### config.mk
export PLATFORM = sky130hd
export DESIGN_NAME = tick_scheduler_flat
export DESIGN_NICKNAME = d
export VERILOG_FILES = /design/src/rtl/tick_scheduler_if.sv /design/src/rtl/tick_scheduler.sv /design/src/flat_wrapper.sv
export SDC_FILE = /design/constraint.sdc
export NUM_CORES = 1
export LEC_CHECK = 0
export ABC_AREA = 1
export BUFFER_PORTS_ARGS = -buffer_cell sky130_fd_sc_hd__buf_2
export CAP_MARGIN = 20
export CELL_PAD_IN_SITES_DETAIL_PLACEMENT = 1
export CELL_PAD_IN_SITES_GLOBAL_PLACEMENT = 1
export CORE_MARGIN = 2
export CORE_UTILIZATION = 25
export CTS_BUF_LIST = sky130_fd_sc_hd__clkbuf_16
export DETAILED_ROUTE_END_ITERATION = 8
export PLACE_DENSITY_LB_ADDON = 0.1
export SYNTH_ARGS = -nofsm -noshare
export SYNTH_HDL_FRONTEND = slang
export SYNTH_SLANG_ARGS = --single-unit
### constraint.sdc
create_clock -name clk -period 1.9 [get_ports clk]
set_input_delay 0.095 -clock clk [delete_from_list [all_inputs] [get_ports clk]]
set_output_delay 0.095 -clock clk [all_outputs]
set_load 0.03 [all_outputs]
### src/rtl/tick_scheduler_if.sv
// Configuration port of the tick scheduler: one shared write channel with
// a registered accept/reject response.
interface tick_scheduler_if #(
  parameter int CNT_W = 26
);
  logic             cfg_we;
  logic [1:0]       cfg_ch;
  logic [CNT_W-1:0] cfg_period;
  logic             cfg_mode;
  logic             cfg_en;
  logic             cfg_ack;
  logic             cfg_err;

  modport master (
    output cfg_we, cfg_ch, cfg_period, cfg_mode, cfg_en,
    input  cfg_ack, cfg_err
  );

  modport slave (
    input  cfg_we, cfg_ch, cfg_period, cfg_mode, cfg_en,
    output cfg_ack, cfg_err
  );
endinterface

### src/rtl/tick_scheduler.sv
// Programmable multi-channel timebase: each channel emits a one-cycle tick
// every period+1 cycles and a div_clk square wave toggling on each tick.
module tick_scheduler #(
  parameter int N_CH  = 3,
  parameter int CNT_W = 26
) (
  input  logic             clk,
  input  logic             rst,
  tick_scheduler_if.slave  cfg,
  output logic [N_CH-1:0]  tick,
  output logic [N_CH-1:0]  div_clk,
  output logic [N_CH-1:0]  active
);

  localparam logic [1:0] ST_IDLE = 2'd0;
  localparam logic [1:0] ST_RUN  = 2'd1;
  localparam logic [1:0] ST_HALT = 2'd2;
  localparam logic [2:0] N_CH_L  = 3'(N_CH);

  logic [1:0]       state  [N_CH];
  logic [CNT_W-1:0] period [N_CH];
  logic [CNT_W-1:0] cnt    [N_CH];
  logic [N_CH-1:0]  mode;

  logic             wr_ok;
  logic             wr_bad;
  logic [N_CH-1:0]  wr_sel;

  // Classify the configuration write and one-hot select the target channel
  always_comb begin
    wr_ok  = 1'b0;
    wr_bad = 1'b0;
    wr_sel = '0;
    if (cfg.cfg_we) begin
      if ({1'b0, cfg.cfg_ch} < N_CH_L) begin
        wr_ok = 1'b1;
        for (int i = 0; i < N_CH; i++) begin
          wr_sel[i] = (cfg.cfg_ch == 2'(i));
        end
      end else begin
        wr_bad = 1'b1;
      end
    end else begin
      wr_ok  = 1'b0;
      wr_bad = 1'b0;
    end
  end

  // Per-channel counters, FSMs and registered outputs; a write overrides any tick due that edge
  always_ff @(posedge clk) begin
    if (rst) begin
      cfg.cfg_ack <= 1'b0;
      cfg.cfg_err <= 1'b0;
      tick        <= '0;
      div_clk     <= '0;
      active      <= '0;
      mode        <= '0;
      for (int i = 0; i < N_CH; i++) begin
        state[i]  <= ST_IDLE;
        period[i] <= '0;
        cnt[i]    <= '0;
      end
    end else begin
      cfg.cfg_ack <= wr_ok;
      cfg.cfg_err <= wr_bad;
      for (int i = 0; i < N_CH; i++) begin
        if (wr_sel[i]) begin
          period[i]  <= cfg.cfg_period;
          mode[i]    <= cfg.cfg_mode;
          cnt[i]     <= '0;
          tick[i]    <= 1'b0;
          div_clk[i] <= 1'b0;
          active[i]  <= cfg.cfg_en;
          state[i]   <= cfg.cfg_en ? ST_RUN : ST_IDLE;
        end else begin
          case (state[i])
            ST_RUN: begin
              if (cnt[i] == period[i]) begin
                cnt[i]     <= '0;
                tick[i]    <= 1'b1;
                div_clk[i] <= ~div_clk[i];
                if (mode[i]) begin
                  state[i]  <= ST_HALT;
                  active[i] <= 1'b0;
                end else begin
                  state[i]  <= ST_RUN;
                  active[i] <= 1'b1;
                end
              end else begin
                cnt[i]  <= cnt[i] + CNT_W'(1);
                tick[i] <= 1'b0;
              end
            end
            ST_IDLE, ST_HALT: begin
              cnt[i]    <= '0;
              tick[i]   <= 1'b0;
              active[i] <= 1'b0;
            end
            default: begin
              state[i]  <= ST_IDLE;
              cnt[i]    <= '0;
              tick[i]   <= 1'b0;
              active[i] <= 1'b0;
            end
          endcase
        end
      end
    end
  end

endmodule

### src/flat_wrapper.sv
// flat-port wrapper written by rule: the top's interface ports become plain ports
module tick_scheduler_flat 
#(
  parameter int N_CH  = 3,
  parameter int CNT_W = 26
)
  (clk, rst, tick, div_clk, active, cfg_cfg_we, cfg_cfg_ch, cfg_cfg_period, cfg_cfg_mode, cfg_cfg_en, cfg_cfg_ack, cfg_cfg_err);
  tick_scheduler_if #(.CNT_W(CNT_W)) cfg_i ();
  input  logic clk;
  input  logic rst;
  output logic [N_CH-1:0] tick;
  output logic [N_CH-1:0] div_clk;
  output logic [N_CH-1:0] active;
  input wire logic [$bits(cfg_i.cfg_we)-1:0] cfg_cfg_we;
  input wire logic [$bits(cfg_i.cfg_ch)-1:0] cfg_cfg_ch;
  input wire logic [$bits(cfg_i.cfg_period)-1:0] cfg_cfg_period;
  input wire logic [$bits(cfg_i.cfg_mode)-1:0] cfg_cfg_mode;
  input wire logic [$bits(cfg_i.cfg_en)-1:0] cfg_cfg_en;
  output wire logic [$bits(cfg_i.cfg_ack)-1:0] cfg_cfg_ack;
  output wire logic [$bits(cfg_i.cfg_err)-1:0] cfg_cfg_err;
  assign cfg_i.cfg_we = cfg_cfg_we;
  assign cfg_i.cfg_ch = cfg_cfg_ch;
  assign cfg_i.cfg_period = cfg_cfg_period;
  assign cfg_i.cfg_mode = cfg_cfg_mode;
  assign cfg_i.cfg_en = cfg_cfg_en;
  assign cfg_cfg_ack = cfg_i.cfg_ack;
  assign cfg_cfg_err = cfg_i.cfg_err;
  tick_scheduler #(.N_CH(N_CH), .CNT_W(CNT_W)) u_core (.clk(clk), .rst(rst), .cfg(cfg_i), .tick(tick), .div_clk(div_clk), .active(active));
endmodule
==> impl_metrics.csv <==
group,metric,value,unit
status,status,"complete, but fails checks",
status,violations,"setup timing",
synth,synth_ff_type,"edfxtp_1",
grt,grt_pass1_vias,7509,
sta,rsz0062_at_grt,"yes",
worst_hold_path,min_to,"u_core.period[0][58]$_DFFE_PP_",
worst_setup_path,cp_max_fo,7,
floorplanning,core_area,35400,um^2
drt,wire_per_inst,15.5,um
power_and_ir_drop,max-vdd-ir-drop,638,uV
grt,grt.total_usage,0.151,
grt,antenna_found_initial,1,
worst_setup_path,setup.worst_path.start,"u_core.cnt[0][4]$_SDFFCE_PP0P_",
synth,synthMuxAreaShare,0,
grt,grt_overflow_total,0,
drt,firstDrtPassIters,4,
clock_network,cts_root_buffer,"clkbuf_16",
clock_network,cts_tree,"done",
floorplanning,die_h,193,um
synth,synth-compound-area-share,0.0285,
drt,drt_iter0_markers,267,
floorplanning,dieWidth,193,um
power_and_ir_drop,power.total,9630,uW
floorplanning,start_util,0.253,
worst_setup_path,cp_num_buf_inv,4,
final_layout,antennaDiodeCount,0,
sta,skew,0.0134,ns
sta,slew_headroom,0.657,
worst_setup_path,cpPeakStageDelay,0.42,ns
clock_network,htreeDepth,4,
sta,setup_viol_count_final,71,
final_layout,drive_above_1_share,0.362,
synth,synth_area_per_cell,9.70,um^2
synth,yosys_warnings,0,
power_and_ir_drop,powerDensity,724,nW/um^2
floorplanning,die-area,37300,um^2
drt,dr_total_vias,7112,
synth,synth_top_family_by_area,"simple AND/OR/NAND/NOR gates",
floorplanning,row_count,69,
synth,synth_top_cell_by_area,"edfxtp_1",
final_layout,finalCoreUtilization,0.376,
worst_setup_path,r2r-start,"u_core.cnt[0][4]$_SDFFCE_PP0P_",
worst_setup_path,cp_common_cell,"nand2_2",
final_layout,area_growth,48.8,%
final_layout,layout.nets,1301,
synth,syn-instance-count,922,
worst_setup_path,required,2.11,ns
synth,async_flop_share,0,
sta,layout_min_cycle_time,2.01,ns
sta,timing.fmax,498,MHz
sta,maxSlewViolCount,0,
synth,synthXorXnorAreaFrac,0.0891,
clock_network,clock_path_buffers,2,
worst_setup_path,r2r_setup_slack,-0.11,ns
clock_network,clkSlewWorstSetupHoldPaths,0.07,ns
sta,post-route-period-util,1.06,
floorplanning,pin_count,44,
synth,synth.yosys.seq_area_share,0.575,
clock_network,cts_buffers,17,
worst_setup_path,slowest_stage,"edfxtp_1",
worst_setup_path,path_cells,"buf_6 > xnor2_2 > nand2_1 > nor2_2 > nand2_2 > nor2_4 > nand2_2 > nand2_2 > nor2_4 > inv_4 > buf_12 > buf_12 > nor3b_2",
grt,grt_pass1_wl,41200,um
worst_setup_path,cp-start-kind,"flop",
drt,viasPerCell,4.09,
place,dp_hpwl,19100,um
sta,finalHoldViolCount,0,
final_layout,nFillCells,4032,
drt,drc,0,
worst_setup_path,reg2reg_depth,13,
grt,grt_max_degree,27,
power_and_ir_drop,p_leak,0.00564,uW
drt,finalWirelength,26900,um
place,gp_congestion,0.754,
worst_hold_path,hp-start,"cfg_cfg_period[6]",
synth,yosysUniqueCellTypes,39,
sta,worst_pin_slew,0.513,ns
worst_setup_path,crit_type,"reg -> reg",
synth,syn-cell-area,8940,um^2
synth,ys_ff_latch,176,
synth,synthTopCellsByArea,"edfxtp_1 (54%), nand2_1 (6.6%), nor2_1 (6.6%)",
sta,setup_slack,-0.108,ns
worst_setup_path,r2r-end,"u_core.cnt[0][2]$_SDFFCE_PP0P_",
worst_hold_path,hold_path_depth,3,
synth,synth_top_area_frac,0.544,
clock_network,clock-sinks,176,
worst_setup_path,cp_top_family,"simple AND/OR/NAND/NOR gates",
synth,synthSimpleGateAreaFrac,0.237,
synth,synthAdderAreaFrac,0.00420,
worst_hold_path,hp-class,"in -> reg",
drt,postRouteAntennaNets,0,
run,drv_cap,0,
worst_setup_path,cp.arrival,2.21,ns
place,portBuffers,43,
worst_setup_path,end_kind,"flop",
synth,synth_edf_count,162,
clock_network,clk_latency,0.45,ns
[through the flow]
step                instances  setup WS, ns  hold WS (ns)  setup TNS [ns]  cell area (um^2)
floorplan                 999      -0.00208         0.238        -0.00208              9230
global placement         1644        -0.272         0.386          -11.52             11200
detailed placement       1644        -0.293         0.394          -14.08             11200
CTS                      1716        -0.139        0.0426           -6.48             12600
global route             1738        -0.252        0.0660          -15.81             13300
finish                   1738        -0.108        0.0660           -3.52             13300
[tightest hold or removal path: cells and delay by family]
| family | cells | cell delay (ns) |
|---|---|---|
| and+or+nand+nor | 1 | 0.09 |
| buffers and inverters | 2 | 0.13 |
[power by group]
part	switching [uW]	leakage, uW	internal [uW]	total, uW
Clock	1590	0.000302	2170	3770
Sequential	158	0.00175	4510	4670
Combinational	662	0.00359	533	1200
[cell usage after synthesis (13+ instances only)]
library cell / count
xor2_1: 43
nand3_1: 29
dfxtp_1: 14
nor3_1: 28
nor2_1: 157
o21ai_0: 13
inv_1: 133
nand4_1: 19
nor3b_1: 13
xnor2_1: 48
nand2_1: 157
a21oi_1: 17
edfxtp_1: 162
[placed cells by master (no fill, tap or decap), types with 3 or more instances in the layout]
master	instances
o21a_1	3
buf_6	27
nor2_2	29
nand2_1	134
nand3_1	19
o21ai_2	4
nand3_2	8
a31oi_1	6
buf_16	3
clkbuf_16	19
nor3b_2	12
buf_2	43
buf_4	170
nand2_2	22
inv_2	7
dfxtp_1	14
nor3_2	11
dlygate4sd3_1	5
o21ai_0	6
buf_12	10
nor2_4	36
o21ai_1	6
or2_2	4
conb_1	78
xnor2_2	7
a21oi_2	7
nand3_4	8
bufinv_16	4
nor2_1	109
edfxtp_1	162
nor3_1	16
xnor2_1	41
nand2_4	8
inv_1	133
xor2_1	41
nand4_1	19
nor3_4	6
a21oi_1	11
[cell type report]
| cell class | instances | area, um^2 | area share |
|---|---|---|---|
| sequential | 176 | 5140 | 0.387 |
| multi-input combinational | 672 | 4280 | 0.322 |
| timing repair buffer | 260 | 2180 | 0.164 |
| tap | 461 | 577 | 0.0434 |
| inverter | 138 | 523 | 0.0393 |
| clock buffer | 17 | 425 | 0.0320 |
| clock inverter | 14 | 176 | 0.0133 |
[what timing repair did]
action	in CTS	in global routing
hold buffers	5	0
buffers inserted	32	28
gates cloned	4	2
hold endpoints to repair	6	0
pin swaps	22	65
gates resized for setup	88	141
endpoints found under the setup margin	90	97
[cells by family (layout without fill, tap and decap cells)]
logic type	count (synthesis)	count (layout)
other	1	78
xor gates and xnor gates	91	91
buffers and inverters	151	429
AOI/OAI and AO/OA	46	46
DFF	176	176
and+or+nand+nor	454	454
adders and majority gates	3	3
[worst max path at each step]
stage	end	slack (ns)	depth (start not counted)
6_report	u_core.cnt[0][2]$_SDFFCE_PP0P_	-0.11	13
5_1_grt	u_core.cnt[2][24]$_SDFFCE_PP0P_	-0.25	10
4_1_cts	u_core.cnt[2][24]$_SDFFCE_PP0P_	-0.14	10
3_5_place_dp	u_core.state[2][0]$_DFFE_PP_	-0.29	10
3_3_place_gp	u_core.state[2][0]$_DFFE_PP_	-0.27	10
2_1_floorplan	u_core.cnt[0][24]$_SDFFCE_PP0P_	-0.002	10
[layer usage]
metal / wire length, um / up-vias / GRT usage / part of all wire
met4: 326 / 0 / 0.0376 / 0.012
met3: 531 / 22 / 0.0262 / 0.020
met5: 0 / - / 0 / 0
met1: 12500 / 3432 / 0.194 / 0.46
met2: 13500 / 46 / 0.261 / 0.50
li1: - / 3612 / - / -
[sequential cells by signal, summed over array words and instances (netlist names)]
register,flops
u_core.period,78
u_core.active,3
u_core.mode,3
u_core.div_clk,3
u_core.cnt,78
u_core.cfg.cfg_err,1
u_core.tick,3
u_core.cfg.cfg_ack,1
u_core.state,6
Note: power is estimated with default switching activity, not from simulation.
